### src/rtl/bcd_updown_counter.sv
// bcd_updown_counter
//   Multi-digit packed-BCD up/down counter with parallel load, wrap or
//   saturate at the all-9/all-0 boundaries, sticky overflow flag,
//   terminal-count strobe and a snapshot (capture) register.
//
// Parameters
//   DIGITS   number of BCD digits (1..8), digit 0 at bits [3:0]
//   SATURATE 0 = wrap at the boundaries, 1 = hold at the boundaries
//
// Ports
//   CLK      rising-edge clock
//   CLR      synchronous active-high clear of all state
//   EN       count enable, one step per edge
//   UP       direction, 1 = increment, 0 = decrement
//   LD       parallel load strobe (beats EN)
//   LD_VAL   load value, packed BCD, nibbles above 9 clamp to 9
//   CAP      capture strobe, snapshots the pre-update count
//   BCD      current count (registered)
//   CAP_BCD  captured count (registered)
//   OVF      sticky boundary-crossing flag (registered)
//   TC       terminal count, combinational from state, EN and UP
//   ZERO     count is all zeros, combinational from state
module bcd_updown_counter #(
    parameter int unsigned DIGITS   = 6,
    parameter bit          SATURATE = 1'b0
) (
    input  logic                  CLK,
    input  logic                  CLR,
    input  logic                  EN,
    input  logic                  UP,
    input  logic                  LD,
    input  logic [4*DIGITS-1:0]   LD_VAL,
    input  logic                  CAP,
    output logic [4*DIGITS-1:0]   BCD,
    output logic [4*DIGITS-1:0]   CAP_BCD,
    output logic                  OVF,
    output logic                  TC,
    output logic                  ZERO
);

    logic [4*DIGITS-1:0] count;
    logic [4*DIGITS-1:0] cap_reg;
    logic                ovf_reg;

    logic [4*DIGITS-1:0] stepped;
    logic [4*DIGITS-1:0] clamped;
    logic                all_nine;
    logic                all_zero;
    logic                carry;
    logic [3:0]          digit;

    // Ripple carry/borrow: a digit only moves while every lower digit is at
    // its wrap value (9 going up, 0 going down). The carry left over after
    // the top digit means the whole count crossed a boundary.
    always_comb begin
        stepped  = count;
        carry    = 1'b1;
        digit    = '0;
        all_nine = 1'b1;
        all_zero = 1'b1;
        for (int unsigned i = 0; i < DIGITS; i++) begin
            digit = count[4*i +: 4];
            if (digit != 4'd9) all_nine = 1'b0;
            if (digit != 4'd0) all_zero = 1'b0;
            if (carry) begin
                if (UP) begin
                    stepped[4*i +: 4] = (digit == 4'd9) ? 4'd0 : digit + 4'd1;
                    carry             = (digit == 4'd9);
                end else begin
                    stepped[4*i +: 4] = (digit == 4'd0) ? 4'd9 : digit - 4'd1;
                    carry             = (digit == 4'd0);
                end
            end
        end
    end

    always_comb begin
        clamped = '0;
        for (int unsigned i = 0; i < DIGITS; i++) begin
            clamped[4*i +: 4] = (LD_VAL[4*i +: 4] > 4'd9) ? 4'd9 : LD_VAL[4*i +: 4];
        end
    end

    always_ff @(posedge CLK) begin
        if (CLR) begin
            count   <= '0;
            cap_reg <= '0;
            ovf_reg <= 1'b0;
        end else begin
            // Capture sees the count before any load/step on this edge.
            if (CAP) cap_reg <= count;
            if (LD) begin
                count   <= clamped;
                ovf_reg <= 1'b0;
            end else if (EN) begin
                if (carry) ovf_reg <= 1'b1;
                if (!(carry && SATURATE)) count <= stepped;
            end
        end
    end

    assign BCD     = count;
    assign CAP_BCD = cap_reg;
    assign OVF     = ovf_reg;
    assign TC      = EN & ((UP & all_nine) | (~UP & all_zero));
    assign ZERO    = all_zero;

endmodule

### config.mk
export PLATFORM = sky130hd
export DESIGN_NAME = bcd_updown_counter
export DESIGN_NICKNAME = d
export VERILOG_FILES = /design/src/rtl/bcd_updown_counter.sv
export SDC_FILE = /design/constraint.sdc
export NUM_CORES = 1
export LEC_CHECK = 0
export BUFFER_PORTS_ARGS = -buffer_cell sky130_fd_sc_hd__buf_2
export CORE_ASPECT_RATIO = 1.5
export CORE_MARGIN = 5
export CORE_UTILIZATION = 57
export DETAILED_ROUTE_END_ITERATION = 10
export MAX_ROUTING_LAYER = met4
export PLACE_DENSITY = 0.93
export SKIP_CTS_REPAIR_TIMING = 1
export SLEW_MARGIN = 30
export SYNTH_ARGS = -nofsm -noshare
export SYNTH_HDL_FRONTEND = slang
export SYNTH_SLANG_ARGS = --single-unit
### constraint.sdc
create_clock -name CLK -period 6.93 [get_ports CLK]
set_clock_uncertainty 0.1 [all_clocks]
set_input_delay 1.386 -clock CLK [delete_from_list [all_inputs] [get_ports CLK]]
set_output_delay 1.386 -clock CLK [all_outputs]
set_load 0.01 [all_outputs]
**Word-level counts from Yosys, hierarchy flattened**

Cells that the tools add are included.

- Flip-flop bits (word level): 49
- Input bits: 30
- Output and inout bits: 51
- Word-level logic and storage cells: 122

- Add/sub/neg operators: 12
- Magnitude comparators: 6
- Equality and inequality tests: 12
- Muxes and demuxes: 54
- Bitwise logic cells: 5
- Reductions and logical operators: 25

Operators with widths:

| kind | number |
|---|---|
| 2-to-1 mux 4 bit | 29 |
| 2-to-1 mux 24 bit | 2 |
| adder 4 x 1 -> 4 bit, second input constant | 6 |
| == test 4 bit, second input constant | 6 |
| > comparator 4 bit, second input constant | 6 |
| logical NOT 4 bit | 6 |
| inequality test 4 bit, second input constant | 6 |
| nonzero test 4 bit | 6 |
| subtractor 4 x 1 -> 4 bit, second input constant | 6 |
| 2-to-1 mux 1 bit | 23 |
| AND reduction 2 bit | 6 |
| nonzero test 2 bit | 6 |
| bitwise AND 1 bit | 3 |
| OR reduction 2 bit | 1 |
| NOT 1 bit | 1 |
| bitwise OR 1 bit | 1 |

**Longest topological paths before layout**

Gate-level depths: netlist of the first run.

- Depth in word-level cells: 10
- Gate-level depth with buffers: 9

**Least setup slack after synthesis of the first run**

OpenSTA, ideal clock, no wires.

- Path type: input port to output port
- From: input UP
- To: output TC
- Arrival: 2.777 ns
- Slack: 2.667 ns
- Cell stages on the path: 7
- Buffers on the path: 3
- Cells stage by stage: clkbuf_1 -> buf_2 -> clkbuf_1 -> nand2_1 -> nor4_1 -> nor2_1 -> nor3_1

- Longest elaborated chain between the ends: 4
- Elaborated cells between the ends (all ways): 5
- Those cells by class: bitwise: 5

RTL lines:

| what | RTL line | text |
|---|---|---|
| start, declared | 30 | `input logic UP,` |
| NOT 1 bit | 105 | `assign TC = EN & ((UP & all_nine) \| (~UP & all_zero));` |
| bitwise AND 1 bit | 105 |  |
| bitwise OR 1 bit (*) | 105 |  |
| bitwise AND 1 bit (*) | 105 |  |
| end, declared | 37 | `output logic TC,` |

Mark *: on every way between the ends. The rest lies on a longest branch, timed or not.

**Worst setup path after layout of the first run**

Same ends and word-level chain as after synthesis.

==> flow_summary.yaml, run 1 <==
setup_path:
  worstSetupEndpointType: "output port"
  cp_common_cell: "buf_2"
  reg2reg_to: "BCD[19]"
  worst_ep_arrival_time_ps: 2990
  crit_type: "in2out"
  path_cells: "buf_2 > nand2_1 > nor4_1 > nor2_1 > nor3_1 > buf_2"
  required_ps: 5440
  r2r_slack_ps: 4460
  slowest_delay_ps: 610
  rr_startpoint: "BCD[1]"
  start_kind: "input port"
  cpMaxStageDelayCell: "buf_2"
  reg2reg_depth: 5
  cp_max_fo: 54
grt:
  grt_pass1_wl_um: 13290
  grt_util_all_layers_pct: 23.38
  grt-ovfl-total: 0
  grt_max_degree: 55
  grt_pass1_vias: 3012
  antenna_found_initial: 0
logic_synthesis:
  synthCells: 397
  ys_ff_latch: 49
  yosysWarnings: 0
  ys_async_sr_fraction_pct: 0
  yosysTopAreaCellShare_pct: 31.61
  ys_types: 55
  ys_seq_area_share_pct: 31.61
  yosysTopAreaCell: "dfxtp_1"
  synthFlopType: "dfxtp_1"
  synthesis.nets: 427
  synth-edff-count: 0
  syn_area_mm2: 0.003103
  synth.avg_cell_area_um2: 7.816
  synth.area.top_cells: "dfxtp_1 (32%), mux2i_1 (8.4%), nor2_1 (6.0%)"
clock_network:
  cts_buffers: 5
  htreeDepth: 2
  cts_tree: "yes"
  clk_path_buf_depth: 2
  clkSlewWorstSetupHoldPaths_ps: 90
  cts.sinks: 49
  clockRootBuffer: "clkbuf_8"
  clock_latency_ps: 310
timing:
  layout_setup_ws_ps: 2458
  hold_viol_final: 0
  rsz0062_at_grt: "false"
  slew_violations: 0
  finalCriticalPeriod_ps: 4472
  max_freq_mhz: 223.6
  slew_headroom_pct: 40.17
  finalSetupTns_ps: 0
  setup_violations: 0
  finalCritPeriodShare_pct: 64.54
  worst_pin_slew_ps: 897.5
run:
  drv_cap: 0
final_layout:
  area_growth_pct: 12.34
  nets: 469
  fin_cells: 510
  final_cell_mix: "buf_2 (80), nor2_1 (50), dfxtp_1 (49), mux2i_1 (26), a21oi_1 (26)"
  fill_cells: 473
  final_core_util_pct: 64.94
  stdcell_area_mm2: 0.003486
  layout_commonest_cell: "buf_2"
  antenna_cells: 0
  layout-drive-gt1-share_pct: 22.27
outcome:
  outcome: "finished clean"
place:
  io_buffer_count: 80
  dp_cells: 502
  dpl_cell_area_mm2: 0.003400
  gp_congestion: 0.8287
  hpwlAfterDp_um: 5540
  pre_cts_ws_ps: 2498
detailed_routing:
  drc_errors: 0
  drtPass1Iterations: 5
  drt_iter0_markers: 273
  routed_wl_um: 7827
  antenna_left: 0
  viasPerCell: 6.088
  routedWlPerCell_um: 15.35
  vias: 3105
floorplanning:
  num_io_pins: 81
  dieArea_mm2: 0.007050
  die_x_um: 70.24
  rows: 33
  core_mm2: 0.005368
  die_y_um: 100.4
  initial_core_util_pct: 57.81
power:
  seqPwrFrac_pct: 51.7
  power_density_mw_per_mm2: 185.5
  clkPwrFrac_pct: 26.5
  internal-power_mw: 0.4316
  swShare_pct: 33.25
  p_leak_nw: 1.494
  combPwrFrac_pct: 21.9
  power_switching_mw: 0.2150
  max-vdd-ir-drop_mv: 0.1144
worst_hold_path:
  whs_endpoint: "OVF"
  whs_path_depth: 1
  hold_start: "OVF"
  hp-class: "reg2reg"
## flip-flops by register name, indices dropped and copies added (netlist names)
signal / flops
CAP_BCD: 24
BCD: 24
OVF: 1
## metal layers
| metal | up-vias | GRT usage (%) | share of wire [%] |
|---|---|---|---|
| met1 | 1461 | 24.13 | 40 |
| met5 | - | - | 0 |
| met4 | 0 | 11.65 | 2.5 |
| met2 | 98 | 42.50 | 52 |
| li1 | 1526 | - | - |
| met3 | 20 | 3.607 | 5.0 |
## worst max path at each step
stage | startpoint | end | depth (start not counted)
after floorplan | UP | TC | 7
after global placement | UP | TC | 6
after detailed placement | UP | TC | 6
after CTS | UP | TC | 6
after global routing | UP | TC | 6
final | UP | TC | 6
## synth_stat cells (2+ instances only)
cell      instances
and4_1            2
a21o_1            4
a221oi_1         12
a211oi_1          4
a32oi_1           3
a311o_1           3
and3_1            3
nor3_1           10
a311oi_1          4
a21oi_1          26
buf_2             3
dfxtp_1          49
nand2_1          19
buf_1             4
inv_1            12
xnor2_1           9
buf_6             2
clkbuf_1         35
o21ai_0          19
and2_1            2
nand4_1           6
a31oi_1           2
nand3b_1          5
o21bai_1          4
xor2_1            6
mux2i_1          26
o22ai_1           3
nor2b_1           8
nor2_1           50
nand2b_1          4
nor4_1           13
or2_2             3
or3_1             5
nand3_1          16
## area by class of cell
type | instances | area, µm² | share of cell area [%]
Clock buffer | 5 | 68.82 | 1.974
Sequential cell | 49 | 980.9 | 28.14
Tap cell | 70 | 87.58 | 2.513
Clock inverter | 3 | 17.52 | 0.5025
Timing Repair Buffer | 80 | 400.4 | 11.49
Multi-Input combinational cell | 291 | 1886 | 54.09
Inverter | 12 | 45.04 | 1.292
## stage by stage
step                power (mW)  hold WS, ps
finish                  0.6466        390.9
detailed placement      0.4805        380.6
floorplan               0.4398        409.5
global placement        0.4748        362.0
global route            0.6800        428.2
CTS                     0.6492        404.7
## worst max-delay path, delay by kind of cell
family | cells | cell delay, ps
buf+inv | 2 | 780
simple gates | 4 | 800
## logic make-up (layout without fill, tap and decap cells)
family          Yosys count  after routing  share of synthesized area, %
simple gates            152            152                         25.00
compound gates           98             98                         23.15
buf+inv                  57            100                         7.621
flops                    49             49                         31.61
mux                      26             26                         8.387
xor+xnor                 15             15                         4.234
## power by group through the flow
stage / registers, mW / logic (mW) / clock network, mW
6_report: 0.334 / 0.141 / 0.171
2_1_floorplan: 0.321 / 0.118 / 0
4_1_cts: 0.333 / 0.142 / 0.174
5_1_grt: 0.338 / 0.158 / 0.184
3_5_place_dp: 0.340 / 0.141 / 0
3_3_place_gp: 0.338 / 0.137 / 0
Note: power is estimated with default switching activity, not from simulation.
==> inputs of run 2 (changes only) <==
CORE_UTILIZATION = 53   (was 57)
PLACE_DENSITY = 0.88   (was 0.93)
clock period = 4.3 ns   (was 6.93 ns; I/O delays follow)
==> flow_summary.yaml, run 2 (synthesis gave the netlist of run 1 again) <==
final_layout:
  multiInputGateArea_mm2: 0.001886
  antenna_cells: 0
  stdcell_area_mm2: 0.003503
  layout_commonest_cell: "buf_2"
  nets: 471
  layout-drive-gt1-share_pct: 22.22
  final_cell_mix: "buf_2 (80), nor2_1 (50), dfxtp_1 (49), mux2i_1 (26), a21oi_1 (26)"
  seqCellArea_um2: 980.9
  final_core_util_pct: 61.00
  fill_cells: 531
  area_growth_pct: 12.90
timing:
  rsz0062_at_grt: "false"
  slew_headroom_pct: 45.12
  hold_viol_final: 0
  slew_violations: 0
  finalSetupTns_ps: 0
  fin_hold_ws_ps: 372.2
  finalCriticalPeriod_ps: 3443
  worst_pin_slew_ps: 823.2
  finalCritPeriodShare_pct: 80.07
  setup_violations: 0
  max_freq_mhz: 290.5
grt:
  met1_usage_pct: 23.59
  grt-ovfl-total: 0
  grt_pass1_wl_um: 13110
  grt_busiest_layer: "met2"
  grt_util_met3_pct: 3.779
  antenna_found_initial: 0
  grt_max_degree: 55
  grt_util_all_layers_pct: 21.39
  grt_pass1_vias: 2980
  grt_use_met2_pct: 36.90
power:
  power_density_mw_per_mm2: 297.4
  p_leak_nw: 1.504
  max-vdd-ir-drop_mv: 0.2647
worst_hold_path:
  hp-class: "reg2reg"
detailed_routing:
  routedWlPerCell_um: 15.41
  routed_wl_um: 7903
  drt_iter0_markers: 167
  vias: 3117
  drtPass1Iterations: 4
  drc_errors: 0
  viasPerCell: 6.076
  antenna_left: 0
place:
  io_buffer_count: 80
  gp_congestion: 0.8618
  dpl_cell_area_mm2: 0.003417
  hpwlAfterDp_um: 5592
setup_path:
  worstSetupEndpointType: "output port"
  path_cells: "buf_2 > nand2_1 > nor4_1 > nor2_1 > nor3_1 > buf_2"
  cp_common_cell: "buf_2"
  required_ps: 3340
  cpMaxStageDelayCell: "buf_2"
  crit_buf_inv: 2
  crit_type: "in2out"
  cp_max_fo: 54
  slowest_delay_ps: 620
  crit_family: "simple AND/OR/NAND/NOR gates"
  start_kind: "input port"
  worst_ep_arrival_time_ps: 2480
floorplanning:
  die_x_um: 72.48
  core_mm2: 0.005743
  dieArea_mm2: 0.007516
  rows: 34
  initial_core_util_pct: 54.03
  die_y_um: 103.7
  num_io_pins: 81
run:
  drv_cap: 0
clock_network:
  cts.sinks: 49
  clk_path_buf_depth: 2
  clockRootBuffer: "clkbuf_8"
  cts_tree: "yes"
  htreeDepth: 2
  clock_latency_ps: 300
  cts_buffers: 5
  clkSlewWorstSetupHoldPaths_ps: 80
outcome:
  outcome: "finished clean"
[run 2: final cells by class]
class / count / area share, %
clock buffers: 7 / 2.464
multi-input cells: 291 / 53.82
well taps: 72 / 2.571
inverters: 12 / 1.286
repair buffers: 82 / 11.86
flip-flops and latches: 49 / 28.00
[run 2: metrics by stage]
step	instances	setup WS [ps]	power, mW
after floorplan	397	1089	0.7088
after global placement	506	954.0	0.7672
after detailed placement	506	898.2	0.7769
after CTS	513	896.0	1.047
after global routing	513	668.0	1.098
final	513	857.2	1.042
[run 2: where the power goes]
group / switching [mW] / total, mW / internal, mW
logic: 0.125 / 0.230 / 0.105
clock network: 0.145 / 0.273 / 0.128
registers: 0.0598 / 0.539 / 0.479
[run 2: path summary, 6_finish.rpt]
path | from | endpoint | slack (ps) | cells past startpoint
worst max register to register | BCD[1] | BCD[19] | 1930 | 5
worst max-delay path | UP | TC | 860 | 6
worst min register to register | OVF | OVF | 370 | 1
worst min-delay path | OVF | OVF | 370 | 1
[run 2: routing by layer]
metal  share of wire (%)  up-vias
met5                   0        -
met4                 2.5        0
met3                 5.9       20
met2                  51      109
met1                  40     1476
li1                    -     1512
